==> config.mk <==
export PLATFORM = sky130hd
export DESIGN_NAME = ram_march_bist
export DESIGN_NICKNAME = d
export VERILOG_FILES = /design/src/rtl/ram_march_bist.sv
export SDC_FILE = /design/constraint.sdc
export NUM_CORES = 1
export LEC_CHECK = 0
export ABC_AREA = 1
export BUFFER_PORTS_ARGS = -buffer_cell sky130_fd_sc_hd__clkbuf_2
export CORE_AREA = 2 2 70 72
export DETAILED_ROUTE_END_ITERATION = 6
export DIE_AREA = 0 0 72 74
export GPL_TIMING_DRIVEN = 0
export PLACE_DENSITY = 0.73
export SYNTH_ARGS = -nofsm -noshare
export SYNTH_HDL_FRONTEND = slang
export SYNTH_SLANG_ARGS = --single-unit
==> constraint.sdc <==
create_clock -name clk -period 1.3 [get_ports clk]
set_input_delay 0.26 -clock clk [delete_from_list [all_inputs] [get_ports clk]]
set_output_delay 0.26 -clock clk [all_outputs]
set_load 0.02 [all_outputs]
==> src/rtl/ram_march_bist.sv <==
// March-style RAM self-test engine.
// Runs four elements over the whole address space:
//   M0 write P ascending, M1 read P / write ~P ascending,
//   M2 read ~P / write P descending, M3 read P descending,
// then one drain cycle. The drain cycle lets the last read's data arrive and be compared.
// Mismatches are counted and never stop the run. The first mismatch is captured.
module ram_march_bist #(
  parameter int unsigned       DATA_W  = 8,
  parameter int unsigned       ADDR_W  = 4,
  parameter logic [DATA_W-1:0] PATTERN = 8'h55
) (
  input  logic              clk,
  input  logic              rst_n,
  input  logic              start,
  output logic              ram_we,
  output logic [ADDR_W-1:0] ram_addr,
  output logic [DATA_W-1:0] ram_din,
  input  logic [DATA_W-1:0] ram_dout,
  output logic              busy,
  output logic              done,
  output logic              pass,
  output logic [4:0]        err_cnt,
  output logic [ADDR_W-1:0] fail_addr,
  output logic [DATA_W-1:0] fail_data
);

  typedef enum logic [2:0] {
    StIdle, StM0, StM1R, StM1W, StM2R, StM2W, StM3R, StDrain
  } state_e;

  localparam logic [ADDR_W-1:0] AddrLast = {ADDR_W{1'b1}};
  localparam logic [ADDR_W-1:0] AddrOne  = ADDR_W'(1);
  localparam logic [4:0]        ErrMax   = 5'd31;

  state_e              state_q, state_d;
  logic [ADDR_W-1:0]   addr_q, addr_d;

  // Pending-compare pipeline: set when a read is issued, checked one cycle later
  logic                chk_vld_q;
  logic [DATA_W-1:0]   chk_exp_q;
  logic [ADDR_W-1:0]   chk_addr_q;

  logic                done_q, pass_q;
  logic [4:0]          err_cnt_q;
  logic [ADDR_W-1:0]   fail_addr_q;
  logic [DATA_W-1:0]   fail_data_q;

  logic                rd_issue;
  logic [DATA_W-1:0]   rd_exp;
  logic                mismatch;
  logic                accept;

  assign accept   = (state_q == StIdle) && start;
  assign rd_issue = (state_q == StM1R) || (state_q == StM2R) || (state_q == StM3R);
  assign rd_exp   = (state_q == StM2R) ? ~PATTERN : PATTERN;
  assign mismatch = chk_vld_q && (ram_dout != chk_exp_q);

  // Next-state and address sequencing through the march elements
  always_comb begin
    state_d = state_q;
    addr_d  = addr_q;
    unique case (state_q)
      StIdle: begin
        addr_d = '0;
        if (start) state_d = StM0;
      end
      StM0: begin
        if (addr_q == AddrLast) begin
          state_d = StM1R;
          addr_d  = '0;
        end else begin
          addr_d = addr_q + AddrOne;
        end
      end
      StM1R: state_d = StM1W;
      StM1W: begin
        if (addr_q == AddrLast) begin
          state_d = StM2R;
          addr_d  = AddrLast;
        end else begin
          state_d = StM1R;
          addr_d  = addr_q + AddrOne;
        end
      end
      StM2R: state_d = StM2W;
      StM2W: begin
        if (addr_q == '0) begin
          state_d = StM3R;
          addr_d  = AddrLast;
        end else begin
          state_d = StM2R;
          addr_d  = addr_q - AddrOne;
        end
      end
      StM3R: begin
        if (addr_q == '0) begin
          state_d = StDrain;
          addr_d  = '0;
        end else begin
          addr_d = addr_q - AddrOne;
        end
      end
      StDrain: begin
        state_d = StIdle;
        addr_d  = '0;
      end
      default: begin
        state_d = StIdle;
        addr_d  = '0;
      end
    endcase
  end

  // RAM control decoded from state only; no path from start or ram_dout
  always_comb begin
    ram_we  = 1'b0;
    ram_din = '0;
    case (state_q)
      StM0, StM2W: begin
        ram_we  = 1'b1;
        ram_din = PATTERN;
      end
      StM1W: begin
        ram_we  = 1'b1;
        ram_din = ~PATTERN;
      end
      default: ;
    endcase
  end

  assign ram_addr  = addr_q;
  assign busy      = (state_q != StIdle);
  assign done      = done_q;
  assign pass      = pass_q;
  assign err_cnt   = err_cnt_q;
  assign fail_addr = fail_addr_q;
  assign fail_data = fail_data_q;

  // FSM, address and read-check pipeline registers
  always_ff @(posedge clk or negedge rst_n) begin
    if (!rst_n) begin
      state_q    <= StIdle;
      addr_q     <= '0;
      chk_vld_q  <= 1'b0;
      chk_exp_q  <= '0;
      chk_addr_q <= '0;
    end else begin
      state_q    <= state_d;
      addr_q     <= addr_d;
      chk_vld_q  <= rd_issue;
      chk_exp_q  <= rd_exp;
      chk_addr_q <= addr_q;
    end
  end

  // Result registers: cleared on an accepted start, updated by compares, finalised leaving drain
  always_ff @(posedge clk or negedge rst_n) begin
    if (!rst_n) begin
      done_q      <= 1'b0;
      pass_q      <= 1'b0;
      err_cnt_q   <= '0;
      fail_addr_q <= '0;
      fail_data_q <= '0;
    end else if (accept) begin
      done_q      <= 1'b0;
      pass_q      <= 1'b0;
      err_cnt_q   <= '0;
      fail_addr_q <= '0;
      fail_data_q <= '0;
    end else begin
      if (mismatch) begin
        if (err_cnt_q != ErrMax) err_cnt_q <= err_cnt_q + 5'd1;
        // Count is only zero before the first mismatch, so this captures once per run
        if (err_cnt_q == '0) begin
          fail_addr_q <= chk_addr_q;
          fail_data_q <= ram_dout;
        end
      end
      if (state_q == StDrain) begin
        done_q <= 1'b1;
        pass_q <= (err_cnt_q == '0) && !mismatch;
      end
    end
  end

endmodule

Yosys cells after proc, flatten, opt, wreduce, memory -nomap -nowiden:

Index checks and enable logic that the tools add are counted.

* register bits: 39
* latch bits: 0
* bits in writable memories: 0
* bits in read-only memories: 0
* input port bits: 11
* output and inout bits: 33
* word-level logic and storage cells: 74
* memories: 0

* add/subtract/negate cells: 3
* multipliers: 0
* divide/modulo/power cells: 0
* $lt $le $gt $ge: 0
* equal/unequal tests: 13
* shift operators: 0
* multiplexer cells: 27
* bitwise logic cells: 0
* reductions and logical operators: 21

Operators by type and width (number)
* $mux W8: 4
* $mux W4: 7
* $pmux W3 S8: 1
* $pmux W4 S5: 1
* $pmux W8 S2: 1
* $mux W5: 3
* $eq A3 B3 Y1 const B: 4
* $mux W3: 4
* $ne A8 B8 Y1: 1
* $reduce_bool A2 Y1: 4
* $eq A3 B2 Y1 const B: 2
* $add A5 B1 Y5 const B: 1
* $logic_not A5 Y1: 1
* $mux W1: 5
* $ne A5 B5 Y1 const B: 1
* $reduce_bool A5 Y1: 1
* $add A4 B1 Y4 const B: 1
* $eq A4 B4 Y1 const B: 1
* $logic_not A4 Y1: 1
* $ne A2 B2 Y1 const B: 2
* $reduce_and A2 Y1: 2
* $reduce_or A2 Y1: 2
* $sub A4 B1 Y4 const B: 1
* $eq A3 B1 Y1 const B: 1
* 9 further kinds: 12

Depth between registers and ports, before layout:

Gate-level depths: netlist (run 1).

* word-level depth: 6
* depth in mapped cells: 10
* gate-level depth less buffers: 10

Worst setup path before layout (run 1):

No wires, ideal clock.

* path type: register to register
* start: register addr_q[0], in the netlist ram_addr[0]
* end: register addr_q[0], in the netlist ram_addr[0]
* library setup time: 0.117 ns
* arrival time: 1.422 ns
* required time: 1.183 ns
* path slack: -0.239 ns
* stages on the path, launching flop included: 11
* path buffers: 0
* period minus slack after synthesis: 1.539 ns
* cell sequence: dfrtp_1 inv_1 ha_1 nand3_1 nor2_1 nor2_1 nand2_1 nand2_1 nand2_1 nand2_1 nand2_1

* longest elaborated chain between the ends: 3
* elaborated cells between the ends (all ways): 9
* classes of those cells: add/sub (2); eq/ne (1); mux (5); reduce/logical (1)

Ends and longest elaborated chain
* start, declared: line 36 `logic [ADDR_W-1:0] addr_q, addr_d;`
* start signal, assigned: line 149 `addr_q <= addr_d;`
* $sub A4 B1 Y4 (tied with other cells): line 92, 100
* $mux W4 (on tied branches)
* $pmux W4 S5 (*): line 62 `unique case (state_q)`

Mark *: on every way between the ends. The rest lies on a longest branch, timed or not.
A chain may end at the register's enable or synchronous reset.

Worst setup path in the final report (run 1):

* start: register state_q[1]
* end: output ram_din[3]

* longest elaborated chain between the ends: 3
* elaborated cells between the ends (all ways): 5
* classes of those cells: eq/ne (3); mux (1); reduce/logical (1)

Ends and longest elaborated chain
* start, declared: line 35 `state_e state_q, state_d;`
* start signal, assigned: line 142 `state_q <= StIdle;`
* start signal, assigned: line 148 `state_q <= state_d;`
* $eq A3 B1 Y1 or $eq A3 B3 Y1 (tied branches): line 118 `case (state_q)`
* $reduce_or A2 Y1
* $pmux W8 S2 (*): line 118
* end, declared: line 17 `output logic [DATA_W-1:0] ram_din,`

Marks and branches as above.

==> out/metrics.cfg, run 1 <==
[place]
gp_congestion = 0.878
hpwl_um = 3090
dp_cells = 379
portBuffers = 43

[final_layout]
register_area_um2 = 836
antennaDiodeCount = 0
syn2layout_area_growth_pct = 56.1
final_cells = 415
nNetsFinal = 376
nFillCells = 351
multiInputGateArea_mm2 = 0.00118
fin_util = 0.682
drive_above_1_share = 0.449

[routing]
ant_nets = 0
viasPerCell = 4.90
wl_per_cell_um = 12.8
wl_um = 5310
first_iter_violations = 104
via_count = 2032
firstDrtPassIters = 4
route.detailed.drc = 0

[clock_network]
numCtsBuffers = 5
cts.sinks = 33
cts_root_buffer = clkbuf_8
clockBufferDepth = 2
clk_latency_ns = 0.29
cts_tree = done
hold_buffers = 0
htreeDepth = 2
clkTransAtPathRegs_ns = 0.07

[logic_synthesis]
synth_edf_count = 0
synth_common_cells = nand2_1, inv_1, dfrtp_1, nand3_1, nor2_1
yosysUniqueCellTypes = 23
synth_area_mm2 = 0.00201
synth_nets = 298
synthArstFlopShare = 1.00
post-synth-top-count-cell = nand2_1
synth.avg_cell_area_um2 = 7.13
synthTopCellsByArea = dfrtp_1, nand2_1, nand3_1, inv_1, nor2_1
synth_flop_cell = dfrtp_1
synth_seq_cells = 33
yosys.area.top_type = dfrtp_1
synthCells = 282
yosysSeqAreaShare = 0.411
synth_top_area_frac = 0.411
yosysWarnings = 0

[power]
leakagePower_nw = 1.72
ir_worst_vdd_mv = 0.729
p_sw_w = 0.00151
p_comb_frac = 0.367
swShare = 0.357
p_clk_frac = 0.269
seqPwrFrac = 0.364
p_int_w = 0.00272
power-per-cell-area_mw_per_mm2 = 1350

[sta]
setup_viol = 35
rsz0062_at_grt = yes
hold_viol = 0
fin_skew_ns = 0.00845
relSlewSlack = 0.463
min_period_ns = 1.52
slew_viol_final = 0
finalCritPeriodShare = 1.17
setup_slack_ns = -0.216
max_freq_mhz = 660
tightest_slew_ns = 0.806
hold_ws_ns = 0.0484

[grt]
grt_pass1_vias = 1953
grt_util_all_layers = 0.205
grt_remaining_overflow = 0
grt_pass1_wl_um = 8510
grt_max_degree = 34
antenna_found_initial = 0

[run]
maxCapViolCount = 0

[outcome]
status = complete, but fails checks
violations = negative setup slack

[floorplanning]
initial_core_util = 0.437
num_rows = 25
io_pins = 44
coreArea_mm2 = 0.00460
die_x_um = 72
dieArea_mm2 = 0.00533
chipHeight_um = 74

[critical_path]
worstSetupEndpointType = output pin
crit_arrival_ns = 1.26
cp.required_ns = 1.04
worstPathMaxFanout = 5
start_kind = flop
crit_type = reg -> out

[min_path]
hp-class = in -> async

metrics by stage:
step	setup WS, ns	area (µm²)	TNS, ns	total power [W]
3_5_place_dp	-0.147	2370	-2.83	0.00282
2_1_floorplan	-0.0549	2080	-0.784	0.00239
6_report	-0.216	3140	-5.64	0.00423
5_1_grt	-0.256	3140	-7.50	0.00453
4_1_cts	-0.216	2860	-4.79	0.00401
3_3_place_gp	-0.134	2370	-2.34	0.00279
cells in the final DEF (no fill, tap or decap), drive strengths merged:
| cell | n |
|---|---|
| nand3 | 37 |
| nand2 | 103 |
| nand3b | 1 |
| o21ai | 3 |
| nand4 | 3 |
| dfrtp | 33 |
| xor2 | 3 |
| ha | 5 |
| nor2 | 31 |
| buf | 48 |
| a21oi | 2 |
| inv | 46 |
| clkinv | 1 |
| o21bai | 1 |
| a31o | 1 |
| clkbuf | 41 |
| bufinv | 2 |
state kept, by name (all words and copies together) (netlist names):
register	flops
pass	1
fail_data	8
fail_addr	4
chk_vld_q	1
err_cnt	5
done	1
ram_addr	4
chk_addr_q	4
chk_exp_q	2
state_q	3
cell type report:
type,instances,share of cell area
clock buffers,5,0.0219
inverters,46,0.0622
clock inverters,3,0.0207
well taps,54,0.0215
multi-input cells,190,0.377
flip-flops and latches,33,0.266
repair buffers,71,0.181
plain buffers,13,0.0494
worst paths after layout:
check	slack [ns]	to	from	cells past startpoint
max	-0.22	ram_din[3]	state_q[1]	6
min reg2reg	0.42	chk_addr_q[2]	ram_addr[2]	0
max reg2reg	-0.19	pass	state_q[0]	8
min in group clk	0.28	fail_data[7]	ram_dout[7]	5
max in group asynchronous	0.68	ram_addr[1]	rst_n	1
min	0.05	fail_data[3]	rst_n	1
repair_timing:
action                                  in CTS  in global routing
gates resized for setup                     53                 66
cloned                                       1                  1
pin swaps                                   10                 19
setup buffers                               19                  8
endpoints found under the setup margin      35                 39
worst max-delay path: stages (launching register included):
cell and delay [ns]:
dfrtp_2 0.44, nand2_2 0.12, inv_4 0.05, nand2_4 0.08, inv_4 0.06, buf_6 0.11, buf_8 0.12
layer usage:
| layer | vias up | routed length, µm | GRT usage |
|---|---|---|---|
| li1 | 1012 | - | - |
| met1 | 949 | 2120 | 0.242 |
| met2 | 59 | 2830 | 0.365 |
| met3 | 12 | 243 | 0.0461 |
| met4 | 0 | 116 | 0.0776 |
| met5 | - | 0 | 0 |
kinds of logic after synthesis:
group           Yosys count  share of synthesized area
simple gates            175                      0.383
buf+inv                  59                      0.136
flops                    33                      0.411
compound gates            7                     0.0261
fa+ha+maj                 5                     0.0311
xor+xnor                  3                     0.0131
power by group through the flow:
stage	Combinational [W]	Sequential (W)	Clock, W
finish	0.00155	0.00154	0.00114
global route	0.00175	0.00158	0.00120
CTS	0.00136	0.00151	0.00115
detailed placement	0.00128	0.00154	0
global placement	0.00126	0.00153	0
floorplan	0.000571	0.00182	0
Note: power is estimated with default switching activity, not from simulation.
==> run 2, diff against run 1 <==
--- a/config.mk
+++ b/config.mk
@@ -5,11 +5,11 @@
 export SDC_FILE = /design/constraint.sdc
 export NUM_CORES = 1
 export LEC_CHECK = 0
-export ABC_AREA = 1
+export ABC_AREA = 0
 export BUFFER_PORTS_ARGS = -buffer_cell sky130_fd_sc_hd__clkbuf_2
-export CORE_AREA = 2 2 70 72
+export CORE_AREA = 2 2 66 68
 export DETAILED_ROUTE_END_ITERATION = 6
-export DIE_AREA = 0 0 72 74
+export DIE_AREA = 0 0 68 70
 export GPL_TIMING_DRIVEN = 0
 export PLACE_DENSITY = 0.73
 export SYNTH_ARGS = -nofsm -noshare
==> run 2 against run 1 <==
The run still ends with negative setup slack left. Sequential cell count unchanged. Sequential share of layout area increased by 1.9 points. Synthesized cell count decreased by 38%. Final area decreased by 6.9%. Register-to-register slack got worse by 0.36 ns. First-iteration DRC count increased by 31%. Hold slack got worse by 0.0037 ns. Largest cell class unchanged. Largest power group unchanged.
==> out/metrics.cfg, run 2 <==
[grt]
grt_pass1_vias = 1539  ; -21%
antenna_found_initial = 0  ; unchanged
grt_remaining_overflow = 0  ; unchanged
grt_util_all_layers = 0.202  ; -0.00207
grt_max_degree = 34  ; unchanged
grt_pass1_wl_um = 7260  ; -15%

[clock_network]
clk_latency_ns = 0.29  ; about the same
cts.sinks = 33  ; unchanged
clockBufferDepth = 2  ; unchanged
cts_tree = done
numCtsBuffers = 5  ; unchanged
htreeDepth = 2  ; unchanged
clkTransAtPathRegs_ns = 0.08  ; about the same
cts_root_buffer = clkbuf_8

[final_layout]
final_area_mm2 = 0.00292  ; -6.9%
final_cells = 309  ; -26%
largest_register_ffs = 8  ; unchanged
final_cell_mix = clkbuf_2, dfrtp_1, buf_6, buf_4, nor2_1
drive_above_1_share = 0.588  ; +0.139
antennaDiodeCount = 0  ; unchanged
layout_commonest_cell = clkbuf_2
syn2layout_area_growth_pct = 67.8
nNetsFinal = 272  ; -28%

[logic_synthesis]
yosysWarnings = 0  ; unchanged
synth_common_cells = dfrtp_1, nor2_1, nand2_1
post-synth-top-count-cell = dfrtp_1
synth_seq_cells = 33  ; unchanged
synthCells = 175  ; -38%
synth_nets = 191  ; -36%
synth_area_mm2 = 0.00174  ; -13%
synthTopCellsByArea = dfrtp_1, a22o_1, nor2_1, ha_1, o21ai_0
synth_edf_count = 0  ; unchanged
synth_flop_cell = dfrtp_1
yosysUniqueCellTypes = 43  ; +87%
yosysSeqAreaShare = 0.474  ; +0.0638
synth_top_area_frac = 0.474  ; +0.0638
synth.avg_cell_area_um2 = 9.95  ; +39%
synthArstFlopShare = 1.00  ; unchanged
yosys.area.top_type = dfrtp_1

[routing]
firstDrtPassIters = 4  ; unchanged
ant_nets = 0  ; unchanged
wl_per_cell_um = 16.6  ; +30%
viasPerCell = 5.34  ; +9.0%
route.detailed.drc = 0  ; unchanged
wl_um = 5120  ; -3.5%
via_count = 1649  ; -19%
first_iter_violations = 136  ; +31%

[critical_path]
critPathSlowestCell = or4_4
path_cells = or4_4 -> mux2_4 -> o211ai_4 -> nor2_2 -> buf_6 -> a22o_1
reg2reg_setup_slack_ns = -0.55  ; -0.36 ns
r2r_end = fail_addr[0]
worstPathMaxFanout = 10  ; +5
crit_path_start = chk_exp_q[5]
crit_type = reg -> reg
cp.required_ns = 1.48  ; +0.44 ns
worstSetupEndpointType = flop
timing.rr.start = chk_exp_q[5]
cpPeakStageDelay_ns = 0.43  ; about the same
start_kind = flop
crit_arrival_ns = 2.03  ; +0.77 ns
crit_end = fail_addr[0]
reg2reg_depth = 6  ; -2

[sta]
fin_skew_ns = 0.00601  ; -0.00244 ns
rsz0062_at_grt = yes
finalCritPeriodShare = 1.43  ; +0.259
tightest_slew_ns = 0.798  ; -0.00830 ns
fin_setup_tns_ns = -13.20  ; -7.56 ns
max_freq_mhz = 540  ; -18%
hold_viol = 0  ; unchanged
min_period_ns = 1.85  ; +0.337 ns
relSlewSlack = 0.468  ; +0.00553
setup_viol = 35  ; unchanged
slew_viol_final = 0  ; unchanged
setup_slack_ns = -0.553  ; -0.337 ns

[floorplanning]
die_x_um = 68  ; -5.6%
dieArea_mm2 = 0.00476  ; -11%
initial_core_util = 0.420  ; -0.0173
coreArea_mm2 = 0.00414  ; -9.9%
chipHeight_um = 70  ; -5.4%
num_rows = 24  ; -4.0%
io_pins = 44  ; unchanged

[place]
hpwl_um = 2940  ; -4.9%
pre_cts_ws_ns = -0.684  ; -0.536 ns
dp_cells = 270  ; -29%
gp_congestion = 0.806  ; -8.2%
post_dp_cell_area_mm2 = 0.00219  ; -7.6%
portBuffers = 43  ; unchanged

[power]
ir_worst_vdd_mv = 1.42  ; +94%
power-per-cell-area_mw_per_mm2 = 2340  ; +74%
leakagePower_nw = 1.37  ; -20%

[outcome]
violations = negative setup slack
status = complete, but fails checks

[min_path]
hp-class = in -> async

[run]
maxCapViolCount = 0  ; unchanged

-- run 2: timing repair --
action | 4_1_cts | 5_1_grt
hold buffers | 0 | 0
endpoints found under the hold margin | 0 | 0
pin swaps | 8 | 17
gates resized for setup | 45 | 49
setup buffers | 20 | 13
cloned | 0 | 1
endpoints found under the setup margin | 35 | 37
-- run 2: metal layers --
layer,vias up,wire [µm],global-route usage
li1,779,-,-
met1,811,2130,0.259
met2,57,2670,0.324
met3,2,294,0.0548
met4,0,21,0.0733
met5,-,0,0
-- run 2: stage by stage --
stage                     utilization  hold WS, ns  total power [W]
after floorplan                     -      -0.0356          0.00361
after global placement          0.528        0.387          0.00430
after detailed placement        0.528        0.392          0.00436
after CTS                       0.641       0.0750          0.00614
after global routing            0.705        0.113          0.00717
final                           0.705       0.0447          0.00684
-- run 2: worst max-delay path, delay by kind of cell, from the launching register on --
family,cells,cell delay [ns]
AO/OA/AOI/OAI,2,0.39
multiplexers,1,0.31
flip-flops,1,0.40
buffers and inverters,1,0.14
AND/OR/NAND/NOR,2,0.50
-- run 2: worst min-delay path by stage --
stage	to	slack, ns	cells after the start
2_1_floorplan	chk_addr_q[0]	-0.04	0
3_3_place_gp	err_cnt[2]	0.39	1
3_5_place_dp	fail_data[3]	0.39	1
4_1_cts	chk_addr_q[2]	0.08	1
5_1_grt	fail_data[6]	0.11	1
6_report	chk_exp_q[5]	0.04	1
-- run 2: cell families after synthesis --
group	Yosys count	synth area share
and+or+nand+nor	57	0.172
buffers and inverters	25	0.0755
adders and majority gates	6	0.0417
xor gates and xnor gates	4	0.0201
DFF	33	0.474
AOI/OAI and AO/OA	43	0.174
muxes	7	0.0424
-- run 2: power breakdown --
| part | switching (W) | internal (W) | leakage, nW |
|---|---|---|---|
| Combinational | 0.00205 | 0.00210 | 0.886 |
| Clock | 0.000414 | 0.000623 | 0.0574 |
| Sequential | 0.000278 | 0.00137 | 0.427 |
| Total | 0.00274 | 0.00410 | 1.37 |
-- run 2: cell type report --
cell class,instances,area [µm²]
Clock buffer,6,82.6
Buffer,15,188
Tap cell,52,65.1
Inverter,10,42.5
Fill cell,289,1220
Clock inverter,2,37.5
Multi-Input combinational cell,117,1060
Timing Repair Buffer,74,607
Sequential cell,33,835
==> run 3, diff against run 2 <==
--- a/config.mk
+++ b/config.mk
@@ -11,7 +11,7 @@
 export DETAILED_ROUTE_END_ITERATION = 6
 export DIE_AREA = 0 0 68 70
 export GPL_TIMING_DRIVEN = 0
-export PLACE_DENSITY = 0.73
+export PLACE_DENSITY = 0.82
 export SYNTH_ARGS = -nofsm -noshare
 export SYNTH_HDL_FRONTEND = slang
 export SYNTH_SLANG_ARGS = --single-unit
==> run 3 against run 2 <==
The run still ends with negative setup slack left. Power is 4.7% higher. Combinational power is 9.9% higher. Via count is 5.6% higher. Utilization is 3.4 points higher. Register-to-register slack better by 0.02 ns. Count of clock-buffer cells in the layout stayed put. Worst setup slack better by 0.021 ns. Critical path depth stayed put. Non-clock buffer count is 7 higher. Critical path type unchanged. Critical endpoint is now err_cnt[3]. Largest cell class unchanged. Largest power group unchanged. Highest routed layer unchanged.
==> out/metrics.cfg, run 3 (synthesis gave the netlist of run 2 again) <==
[outcome]
status = complete, but fails checks
violations = negative setup slack

[critical_path]
crit_type = reg -> reg
critPathSlowestCell = dfrtp_2
cpMostUsedCell = ha_4
crit_cells = 6  ; unchanged
crit_family = flip-flops
start_kind = flop
path_buf_inv = 0  ; -1
worstPathMaxFanout = 4  ; -6
cpPeakStageDelay_ns = 0.44  ; about the same
reg2reg_depth = 6  ; unchanged
crit_arrival_ns = 2.01  ; -0.02 ns
path_cells = ha_4 -> and3_4 -> ha_4 -> a211oi_4 -> nand4_1 -> mux2_4
cp.required_ns = 1.48  ; about the same
worstSetupEndpointType = flop

[sta]
tightest_slew_ns = 0.815  ; +0.0173 ns
hold_viol = 0  ; unchanged
fin_skew_ns = 0.00797  ; +0.00196 ns
slew_viol_final = 0  ; unchanged
relSlewSlack = 0.457  ; -0.0115
finalCritPeriodShare = 1.41  ; -0.0165
max_freq_mhz = 546  ; +1.2%
setup_slack_ns = -0.532  ; +0.0215 ns
setup_viol = 35  ; unchanged
min_period_ns = 1.83  ; -0.0215 ns
rsz0062_at_grt = yes
hold_ws_ns = 0.0434  ; -0.00130 ns

[final_layout]
layout_commonest_cell = clkbuf_2
drive_above_1_share = 0.648  ; +0.0602
nNetsFinal = 279  ; +2.6%
antennaDiodeCount = 0  ; unchanged
final_cell_mix = clkbuf_2, dfrtp_1, buf_6, buf_4, nor2_1
largest_register_ffs = 8  ; unchanged
final_cells = 316  ; +2.3%
syn2layout_area_growth_pct = 76.0
final_area_mm2 = 0.00306  ; +4.9%

[power]
finalPower_w = 0.00716  ; +4.7%
ir_worst_vdd_mv = 1.49  ; +5.3%
leakagePower_nw = 1.40  ; +2.2%
power-per-cell-area_mw_per_mm2 = 2340  ; -0.15%

[place]
post_dp_cell_area_mm2 = 0.00219  ; unchanged
gp_congestion = 0.813  ; +0.93%
dp_cells = 270  ; unchanged
portBuffers = 43  ; unchanged
hpwl_um = 2800  ; -4.8%
pre_cts_ws_ns = -0.692  ; -0.00837 ns

[routing]
firstDrtPassIters = 4  ; unchanged
wl_per_cell_um = 17.8  ; +7.7%
wl_um = 5640  ; +10%
route.detailed.drc = 0  ; unchanged
viasPerCell = 5.51  ; +3.2%
first_iter_violations = 113  ; -17%
via_count = 1741  ; +5.6%
ant_nets = 0  ; unchanged

[clock_network]
numCtsBuffers = 5  ; unchanged
hold_buffers = 0  ; unchanged
clkTransAtPathRegs_ns = 0.07  ; about the same
clockBufferDepth = 2  ; unchanged
cts_tree = done
htreeDepth = 2  ; unchanged
cts_root_buffer = clkbuf_8
clk_latency_ns = 0.30  ; about the same
cts.sinks = 33  ; unchanged

[grt]
antenna_found_initial = 0  ; unchanged
grt_util_all_layers = 0.221  ; +0.0185
grt_remaining_overflow = 0  ; unchanged
grt_max_degree = 34  ; unchanged
grt_pass1_vias = 1644  ; +6.8%
grt_pass1_wl_um = 7780  ; +7.2%

[floorplanning]
die_x_um = 68  ; unchanged
coreArea_mm2 = 0.00414  ; unchanged
dieArea_mm2 = 0.00476  ; unchanged
io_pins = 44  ; unchanged
chipHeight_um = 70  ; unchanged
num_rows = 24  ; unchanged
initial_core_util = 0.420  ; unchanged

[min_path]
hp-class = in -> async

[run]
maxCapViolCount = 0  ; unchanged

## run 3: changes by cell type in the layout (fill, tap and decap cells not counted), moves of 2 or more
| cell | previous run | this run |
|---|---|---|
| nand3_4 | 0 | 2 |
| ha_4 | 2 | 4 |
| nand2_1 | 10 | 8 |
| ha_2 | 2 | 0 |
| a21oi_1 | 8 | 3 |
| nand2_2 | 2 | 4 |
| a21oi_2 | 0 | 5 |
| buf_4 | 19 | 24 |
| o21ai_2 | 2 | 5 |
## run 3: final timing paths
path | startpoint | endpoint | slack (ns)
setup / recovery | err_cnt[1] | err_cnt[3] | -0.53
setup reg to reg | err_cnt[1] | err_cnt[3] | -0.53
hold / removal | rst_n | chk_addr_q[1] | 0.04
max in group asynchronous | rst_n | err_cnt[4] | 0.69
min in group clk | ram_dout[6] | fail_data[6] | 0.23
hold reg to reg | ram_addr[3] | chk_addr_q[3] | 0.41
## run 3: power by group
group / total, W / internal (W) / switching [W]
registers: 0.00163 / 0.00137 / 0.000256
clock network: 0.000975 / 0.000569 / 0.000406
logic: 0.00456 / 0.00227 / 0.00228
## run 3: metrics by stage
step                      utilization  TNS (ns)
final                           0.739    -12.46
after floorplan                     -     -7.90
after detailed placement        0.528    -13.08
after global placement          0.528    -12.34
after CTS                       0.663    -11.55
after global routing            0.739    -14.52
## run 3: area by class of cell
type                            instances  area, µm²
Multi-Input combinational cell        117       1160
Fill cell                             265       1080
Sequential cell                        33        836
Timing Repair Buffer                   81        668
Buffer                                 15        186
Clock buffer                            6       72.6
Tap cell                               52       65.1
Inverter                               10       42.5
Clock inverter                          2       35.0
## run 3: what timing repair did
item                       CTS  global route
gates resized for setup     50            63
setup buffers               27            13
setup endpoints to repair   35            37
hold endpoints to repair     0             0
cloned                       0             1
pin swaps                   13            30
## run 3: metal layers
| layer | global-route usage | wire [µm] |
|---|---|---|
| met1 | 0.271 | 2130 |
| met2 | 0.366 | 3050 |
| met3 | 0.0483 | 308 |
| met4 | 0.0933 | 150 |
| met5 | 0 | 0 |
